===== src/rtl/div_arbiter.sv =====
// -----------------------------------------------------------------------------
// div_arbiter
//
// Shared unsigned divider serving NREQ requesters. One request at a time is
// granted round-robin, divided by a restoring shift-subtract engine (one
// quotient bit per cycle) and returned on a single response channel tagged
// with the owning requester's index.
//
// Ports
//   clk_i           rising-edge clock
//   rst_ni          asynchronous active-low reset
//   req_valid_i     per-requester request valid
//   req_ready_o     per-requester accept, one-hot or zero, only while idle
//   req_dividend_i  packed dividends, requester k at [k*WIDTH +: WIDTH]
//   req_divisor_i   packed divisors, same packing
//   rsp_valid_o     result valid (registered)
//   rsp_ready_i     consumer accepts the result
//   rsp_id_o        requester index that owns the result
//   rsp_quot_o      quotient (all ones on divide-by-zero)
//   rsp_rem_o       remainder (the dividend on divide-by-zero)
//   rsp_dbz_o       divide-by-zero flag
//
// States
//   ST_IDLE | waiting for a request; grant is combinational
//   ST_CALC | WIDTH shift-subtract iterations
//   ST_DONE | response presented and held until the consumer takes it
// -----------------------------------------------------------------------------
module div_arbiter #(
  parameter int WIDTH = 8,
  parameter int NREQ  = 4,
  parameter int IDW   = 2
) (
  input  logic                    clk_i,
  input  logic                    rst_ni,
  input  logic [NREQ-1:0]         req_valid_i,
  output logic [NREQ-1:0]         req_ready_o,
  input  logic [NREQ*WIDTH-1:0]   req_dividend_i,
  input  logic [NREQ*WIDTH-1:0]   req_divisor_i,
  output logic                    rsp_valid_o,
  input  logic                    rsp_ready_i,
  output logic [IDW-1:0]          rsp_id_o,
  output logic [WIDTH-1:0]        rsp_quot_o,
  output logic [WIDTH-1:0]        rsp_rem_o,
  output logic                    rsp_dbz_o
);

  localparam int CNTW = (WIDTH > 2) ? $clog2(WIDTH) : 1;
  localparam logic [CNTW-1:0] CNT_LAST = CNTW'(WIDTH - 1);
  localparam logic [IDW-1:0]  PTR_RST  = IDW'(NREQ - 1);

  typedef enum logic [1:0] {
    ST_IDLE,
    ST_CALC,
    ST_DONE
  } state_e;

  state_e            state_q;
  logic [IDW-1:0]    ptr_q;
  logic [IDW-1:0]    id_q;
  logic [CNTW-1:0]   cnt_q;
  logic [WIDTH-1:0]  div_q;
  logic [WIDTH-1:0]  quo_q;
  // The partial remainder is always strictly below the divisor, so its
  // (WIDTH+1)-th bit is provably zero between iterations and is not stored;
  // the extra bit only exists in the shifted value used for the compare.
  logic [WIDTH-1:0]  rem_q;

  logic              rsp_valid_q;
  logic [IDW-1:0]    rsp_id_q;
  logic [WIDTH-1:0]  rsp_quot_q;
  logic [WIDTH-1:0]  rsp_rem_q;
  logic              rsp_dbz_q;

  // ---------------------------------------------------------------------------
  // Round-robin grant: first valid requester at ptr+1, ptr+2, ... mod NREQ.
  // Walking offsets from the farthest to the nearest lets the nearest win.
  // ---------------------------------------------------------------------------
  logic              grant_vld;
  logic [IDW-1:0]    grant_idx;
  logic [IDW-1:0]    cand;

  always_comb begin
    grant_vld = 1'b0;
    grant_idx = '0;
    cand      = '0;
    for (int off = NREQ; off >= 1; off--) begin
      cand = ptr_q + IDW'(off);
      if (req_valid_i[cand]) begin
        grant_vld = 1'b1;
        grant_idx = cand;
      end
    end
  end

  logic accept;
  assign accept = (state_q == ST_IDLE) && grant_vld;

  always_comb begin
    req_ready_o = '0;
    if (accept) begin
      req_ready_o[grant_idx] = 1'b1;
    end
  end

  // Operands of the granted requester.
  logic [WIDTH-1:0] sel_dvd;
  logic [WIDTH-1:0] sel_dvs;

  always_comb begin
    sel_dvd = '0;
    sel_dvs = '0;
    for (int k = 0; k < NREQ; k++) begin
      if (grant_idx == IDW'(k)) begin
        sel_dvd = req_dividend_i[k*WIDTH +: WIDTH];
        sel_dvs = req_divisor_i[k*WIDTH +: WIDTH];
      end
    end
  end

  // ---------------------------------------------------------------------------
  // One restoring iteration: bring in the next dividend bit, subtract the
  // divisor if it fits, and shift the resulting quotient bit in.
  // ---------------------------------------------------------------------------
  logic [WIDTH:0]   shifted;
  logic             sub_ok;
  logic [WIDTH-1:0] rem_d;
  logic [WIDTH-1:0] quo_d;

  always_comb begin
    shifted = {rem_q, quo_q[WIDTH-1]};
    sub_ok  = (shifted >= {1'b0, div_q});
    rem_d   = sub_ok ? WIDTH'(shifted - {1'b0, div_q}) : shifted[WIDTH-1:0];
    quo_d   = {quo_q[WIDTH-2:0], sub_ok};
  end

  // ---------------------------------------------------------------------------
  // Controller and registered response.
  // ---------------------------------------------------------------------------
  always_ff @(posedge clk_i or negedge rst_ni) begin
    if (!rst_ni) begin
      state_q     <= ST_IDLE;
      ptr_q       <= PTR_RST;
      id_q        <= '0;
      cnt_q       <= '0;
      div_q       <= '0;
      quo_q       <= '0;
      rem_q       <= '0;
      rsp_valid_q <= 1'b0;
      rsp_id_q    <= '0;
      rsp_quot_q  <= '0;
      rsp_rem_q   <= '0;
      rsp_dbz_q   <= 1'b0;
    end else begin
      case (state_q)
        ST_IDLE: begin
          if (accept) begin
            ptr_q <= grant_idx;
            id_q  <= grant_idx;
            cnt_q <= '0;
            div_q <= sel_dvs;
            if (sel_dvs == '0) begin
              // Divide-by-zero skips the engine entirely.
              state_q     <= ST_DONE;
              rsp_valid_q <= 1'b1;
              rsp_id_q    <= grant_idx;
              rsp_quot_q  <= '1;
              rsp_rem_q   <= sel_dvd;
              rsp_dbz_q   <= 1'b1;
            end else begin
              state_q <= ST_CALC;
              rem_q   <= '0;
              quo_q   <= sel_dvd;
            end
          end
        end

        ST_CALC: begin
          rem_q <= rem_d;
          quo_q <= quo_d;
          cnt_q <= cnt_q + CNTW'(1);
          if (cnt_q == CNT_LAST) begin
            state_q     <= ST_DONE;
            rsp_valid_q <= 1'b1;
            rsp_id_q    <= id_q;
            rsp_quot_q  <= quo_d;
            rsp_rem_q   <= rem_d;
            rsp_dbz_q   <= 1'b0;
          end
        end

        ST_DONE: begin
          if (rsp_ready_i) begin
            state_q     <= ST_IDLE;
            rsp_valid_q <= 1'b0;
          end
        end

        default: begin
          state_q     <= ST_IDLE;
          rsp_valid_q <= 1'b0;
        end
      endcase
    end
  end

  assign rsp_valid_o = rsp_valid_q;
  assign rsp_id_o    = rsp_id_q;
  assign rsp_quot_o  = rsp_quot_q;
  assign rsp_rem_o   = rsp_rem_q;
  assign rsp_dbz_o   = rsp_dbz_q;

endmodule


===== config.mk =====
export PLATFORM = sky130hd
export DESIGN_NAME = div_arbiter
export DESIGN_NICKNAME = d
export VERILOG_FILES = /design/src/rtl/div_arbiter.sv
export SDC_FILE = /design/constraint.sdc
export NUM_CORES = 1
export LEC_CHECK = 0
export BUFFER_PORTS_ARGS = -buffer_cell sky130_fd_sc_hd__buf_2
export CAP_MARGIN = 15
export CORE_MARGIN = 1
export CORE_UTILIZATION = 45
export CTS_CLUSTER_DIAMETER = 60
export DETAILED_ROUTE_END_ITERATION = 8
export GPL_TIMING_DRIVEN = 0
export PLACE_DENSITY = 0.75
export SLEW_MARGIN = 10
export SYNTH_ARGS = -nofsm -noshare
export SYNTH_HDL_FRONTEND = slang
export SYNTH_SLANG_ARGS = --single-unit

===== constraint.sdc =====
create_clock -name clk_i -period 3.8 [get_ports clk_i]
set_input_delay 0.38 -clock clk_i [delete_from_list [all_inputs] [get_ports clk_i]]
set_output_delay 0.38 -clock clk_i [all_outputs]
set_load 0.02 [all_outputs]

======== Word-level counts from Yosys, hierarchy flattened ========
Index checks and enable logic that the tools add are counted.
W data, S select, Z words.
storage, ports and cells
  bits in registers ....................... 53
  bits of input ports ..................... 71
  logic and storage cells ................. 107
operators by class
  add/sub/neg operators ................... 5
  magnitude comparators ................... 7
  equal/unequal tests ..................... 11
  muxes and demuxes ....................... 60
  reductions and logical operators ........ 12
operators by type and width
  kind                   count
  $mux W8                19
  $pmux W8 S2            4
  $mux W2                11
  $lt A2 B3 Y1 const B   5
  $mux W1                14
  $ge A9 B8 Y1           1
  $bmux W1 S2            4
  $logic_not A8 Y1       1
  $ne A2 B2 Y1 const B   4
  $reduce_and A4 Y1      2
  $sub A8 B8 Y8          1
  $eq A2 B2 Y1 const B   3
  $pmux W2 S3            1
  $pmux W3 S2            1
  $reduce_and A3 Y1      2
  $add A2 B2 Y2 const B  2
  $eq A2 B1 Y1 const B   2
  $logic_not A2 Y1       2
  $mux W4                1
  $pmux W2 S2            1
  $reduce_and A2 Y1      2
  $add A3 B1 Y3 const B  1
  $eq A3 B3 Y1 const B   1
  $mux W3                1
  other kinds (8)        9

======== Longest topological paths before layout ========
  depth in word-level cells ............... 15
  gate-level depth with buffers ........... 12
  depth with buffers taken out ............ 12

======== Worst setup path before layout ========
Ideal clock, no wire load.
  kind .................................... register to register
  from .................................... register ptr_q[1]
  to ...................................... register quo_q[6]
  setup time .............................. 0.125 ns
  arrival time ............................ 2.740 ns
  slack ................................... 0.935 ns
  cell stages (with the launch flop) ...... 11
  buffers on the path ..................... 2
  cell sequence ........................... dfstp_2 -> nand3b_1 -> a31oi_2 -> buf_6 -> mux2i_1 -> mux2i_1 -> or4_4 -> o21ai_2 -> a21o_4 -> buf_12 -> mux2_4
between the ends
  longest elaborated chain between the ends .. 14
  elaborated cells between the ends (all ways) .. 39
  those cells by class .................... add/sub: 3; eq/ne: 5; mux: 27; reduce/logical: 4
RTL lines
  item                                                        RTL line  source
  start, declared                                             58        logic [IDW-1:0] ptr_q;
  start signal, assigned                                      157       ptr_q <= grant_idx;
  $add A2 B2 Y2 or $bmux W1 S2 (tied branches)                87, 88
  $bmux W1 S2 or $mux W1 (tied branches)                      88        if (req_valid_i[cand]) begin
  $mux W1 (not written as such) or $mux W2 (tied branches)    88
  $mux W2 (3 in series)                                       88
  $logic_not A2 Y1                                            113       if (grant_idx == IDW'(k)) begin
  $mux W8 (4 in series)                                       113
  $logic_not A8 Y1 or $mux W8 (tied branches)                 161       if (sel_dvs == '0) begin
  $ne A2 B2 Y1 (no line) or $mux W8 (tied branches)           n/a
  $reduce_and A3 Y1 (no line) or $pmux W8 S2 (tied branches)  n/a
  end signal, assigned                                        172       quo_q <= sel_dvd;
  end signal, assigned                                        179       quo_q <= quo_d;
  end, declared                                               62        logic [WIDTH-1:0] quo_q;
Parallel ways exist; a longest one is shown, timed or not. The select of a mux whose other input is x is not followed.
A chain may end at the register's enable or synchronous reset.

======== Worst setup path in the final report ========
  from .................................... register ptr_q[1]
  to ...................................... register rsp_quot_q[0] (netlist: rsp_quot_o[0])
between the ends
  longest elaborated chain between the ends .. 14
  elaborated cells between the ends (all ways) .. 32
  those cells by class .................... add/sub: 3; eq/ne: 5; mux: 20; reduce/logical: 4
RTL lines
  item                                                      RTL line  source
  $add A2 B2 Y2 or $bmux W1 S2 (tied branches)              87, 88
  $bmux W1 S2 or $mux W1 (tied branches)                    88
  $mux W1 (not written as such) or $mux W2 (tied branches)  88
  $mux W2 (3 in series)                                     88
  $logic_not A2 Y1                                          113
  $mux W8 (4 in series)                                     113
  $logic_not A8 Y1                                          161
  $ne A2 B1 Y1 (no line)                                    n/a
  $reduce_and A4 Y1 (no line) (*)                           n/a
  end signal, assigned                                      185       rsp_quot_q <= quo_d;
  end, declared                                             70        logic [WIDTH-1:0] rsp_quot_q;
Mark *: on every way between the ends. The rest lies on a longest branch, timed or not. The select of a mux whose other input is x is not followed.

==> metrics.cfg <==
[yosys]
syn-cell-area_um2 = 3300
synth-compound-area-share = 0.169
synth_top_family_by_area = multiplexers
ys_ff_latch = 53
yosys.area_share.simple = 0.147
synthMuxAreaShare = 0.185
seq_area_frac_synth = 0.402
synth_area_per_cell_um2 = 10.0
ys_types = 56
yosys_warnings = 0
async_flop_share = 1.00
synth_xor_area_frac = 0.00796
synth_fp_nets = 411
ys.flop_type = dfrtp_1
synthAdderAreaFrac = 0.0440
netlist_instances = 329
synth_edf_count = 0

[clock_network]
numClockSinks = 53
cts_tree = done
cts_max_path_buffers = 2
htree_levels = 2
path_clk_slew_ps = 110
ctsResizeCount = 0
cts_setup_buffers = 0
clk_latency_ps = 310
root_buffer = clkbuf_8
cts_hold_buf = 0
cts_buffers = 5

[placement]
place_hpwl_um = 6500
dp_slack_ps = 570
gp_congestion = 0.842
dpl.cell_count = 519
io_buffers = 94

[power]
vdd_drop_max_v = 0.000354
power.internal_mw = 2.04
swShare = 0.455
seq_power_share = 0.280
power.density_nw_per_um2 = 941
switchingPower_mw = 1.71
p_clk_frac = 0.086
comb_power_share = 0.634
p_leak_nw = 1.95

[critical_path]
r2r_start = ptr_q[1]$_DFFE_PN1P_
endpoint = rsp_quot_o[0]$_DFFE_PN0P_
critPathMaxStageDelay_ps = 650
crit_path_top_delay_cell = nor4_1
rrSetupSlack_ps = 520
cp_common_cell = mux2i_1
endpoint_kind = flip-flop
cp.arrival_ps = 3510
path_cells = nand3b_1, a31oi_2, buf_6, mux2i_1, mux2i_1, nor4_1, nand3_1, clkbuf_1, a22oi_1
crit_required_ps = 4030
worstSetupStartpoint = ptr_q[1]$_DFFE_PN1P_
cp-start-kind = flip-flop
critPathKind = flip-flop to flip-flop
reg2reg_depth = 9
rr_endpoint = rsp_quot_o[0]$_DFFE_PN0P_
path_max_fanout = 10

[drt]
dr.pass1.iters = 4
detail-route-antenna-nets = 0
avgRoutedWirePerCell_um = 15.7
vias = 2859
drc = 0
drt-total-wl_um = 8250
vias_per_cell = 5.43
drt_iter0_drc = 153

[timing]
max_slew_margin = 0.423
period_needed_ps = 3280
finalSetupTns_ps = 0
setup_viol = 0
fin_crit_sh = 0.862
worst_slack_ps = 523
tightestPinTransition_ps = 862
final-max-slew-violation-count = 0
fin_skew_ps = 13.0
fmax_ghz = 0.305
hold_viol = 0
rsz0062_at_grt = no

[die]
io_pins = 95
fp.coreArea_um2 = 6940
fp.dieH_um = 87.7
row_count = 30
die_area_um2 = 7680
fp.dieW_um = 87.7
initial_core_util = 0.475

[finish]
final_net_count = 512
insertedDiodeCount = 0
drive_above_1_share = 0.290
area_delta_synth_final_pct = 20.7
instances_no_fill = 527

[flow_run]
max_cap_viol_count = 0

[global_routing]
grt_pass1_vias = 2726
gr-usage-all-layers = 0.226
global_route.overflow_total = 0
antenna_found_initial = 0
grt_max_degree = 54
grt_pass1_wl_um = 13200

[hold_path]
min_path_type = input port to asynchronous set/reset pin

[outcome]
status = finished clean

## worst min-delay path by stage
| stage | endpoint | slack, ps | cells after the start |
|---|---|---|---|
| after detailed placement | rsp_rem_o[6]$_DFFE_PN0P_ | 470 | 1 |
| after CTS | quo_q[6]$_DFFE_PN0P_ | 350 | 1 |
| after global routing | quo_q[6]$_DFFE_PN0P_ | 140 | 1 |
| after global placement | rsp_dbz_o$_DFFE_PN0P_ | 460 | 2 |
| final | rsp_rem_o[6]$_DFFE_PN0P_ | 100 | 1 |
| after floorplan | cnt_q[0]$_DFFE_PN0P_ | 80 | 0 |
## through the flow
stage / util / total power [mW] / instance area, um^2 / hold WS [ps]
floorplan: - / 2.83 / 3300 / 84.4
detailed placement: 0.561 / 3.45 / 3890 / 471
CTS: 0.574 / 3.77 / 3980 / 348
global route: 0.574 / 4.06 / 3990 / 142
finish: 0.574 / 3.75 / 3990 / 102
global placement: 0.561 / 3.36 / 3890 / 457
## synth_stat cells (5+ instances only)
cell      instances  area share
o21ai_0          15       0.023
nor2b_1           6       0.011
mux2_2            5       0.017
dfrtp_1          51        0.39
ha_1             10       0.038
a21o_1           11       0.025
nand2b_1          7       0.013
nor2_1           30       0.034
a21oi_1          13       0.020
inv_1            12       0.014
clkbuf_1         10       0.011
nand2_1          46       0.052
mux2i_1          39        0.12
## critical path: cells and delay by family, from the launching register on
family	cells	cell delay, ps
buf+inv	2	560
simple gates	3	1130
flops	1	600
mux	2	360
compound gates	2	560
## routing by layer
layer | global-route usage | vias up | share of wire
met5 | 0 | - | 0
met4 | 0.0566 | 0 | 0.018
met3 | 0.0283 | 15 | 0.060
met2 | 0.382 | 119 | 0.48
met1 | 0.309 | 1336 | 0.44
li1 | - | 1389 | -
## layout make-up
class	count	area, um^2
Fill cell	618	2960
Multi-Input combinational cell	248	1820
Sequential cell	53	1330
Timing Repair Buffer	94	473
Tap cell	96	120
Buffer	16	104
Clock buffer	5	68.8
Inverter	12	45.0
Clock inverter	3	21.3
## placed cells by master, fill, tap and decap left out, types with 3 or more instances in the layout
master / Yosys / layout
a211oi_1: 3 / 3
a21o_1: 11 / 11
a21oi_1: 13 / 13
a31oi_1: 3 / 3
buf_2: 0 / 93
clkbuf_1: 10 / 10
clkbuf_8: 0 / 5
dfrtp_1: 51 / 51
ha_1: 10 / 10
inv_1: 12 / 12
mux2_2: 5 / 5
mux2i_1: 39 / 39
mux4_1: 4 / 4
nand2_1: 46 / 46
nand2b_1: 7 / 7
nor2_1: 30 / 30
nor2b_1: 6 / 6
nor3_1: 3 / 3
nor4_1: 4 / 4
o21a_1: 3 / 3
o21ai_0: 15 / 15
o22a_1: 4 / 4
o22ai_1: 3 / 3
o2bb2ai_1: 4 / 4
## logic make-up (layout without fill, tap and decap cells)
kind of cell	count (synthesis)	after routing
xor gates and xnor gates	3	3
adders and majority gates	11	11
buffers and inverters	28	130
AOI/OAI and AO/OA	76	76
DFF	53	53
and+or+nand+nor	107	107
muxes	51	51
## sequential cells by signal (all words and copies together) (netlist names)
signal and cells:
ptr_q 2, rsp_rem_o 8, cnt_q 3, div_q 8, rem_q 8, id_q 2
rsp_dbz_o 1, rsp_id_o 2, state_q 2, rsp_quot_o 8, quo_q 8, rsp_valid_o 1
## power by group through the flow
| stage | Sequential (mW) | Combinational (mW) | Clock, mW |
|---|---|---|---|
| 3_3_place_gp | 1.05 | 2.31 | 0 |
| 2_1_floorplan | 1.13 | 1.70 | 0 |
| 4_1_cts | 1.05 | 2.39 | 0.328 |
| 5_1_grt | 1.08 | 2.62 | 0.351 |
| 6_report | 1.05 | 2.38 | 0.323 |
| 3_5_place_dp | 1.06 | 2.39 | 0 |
No activity file was read; power rests on OpenSTA's default activity.
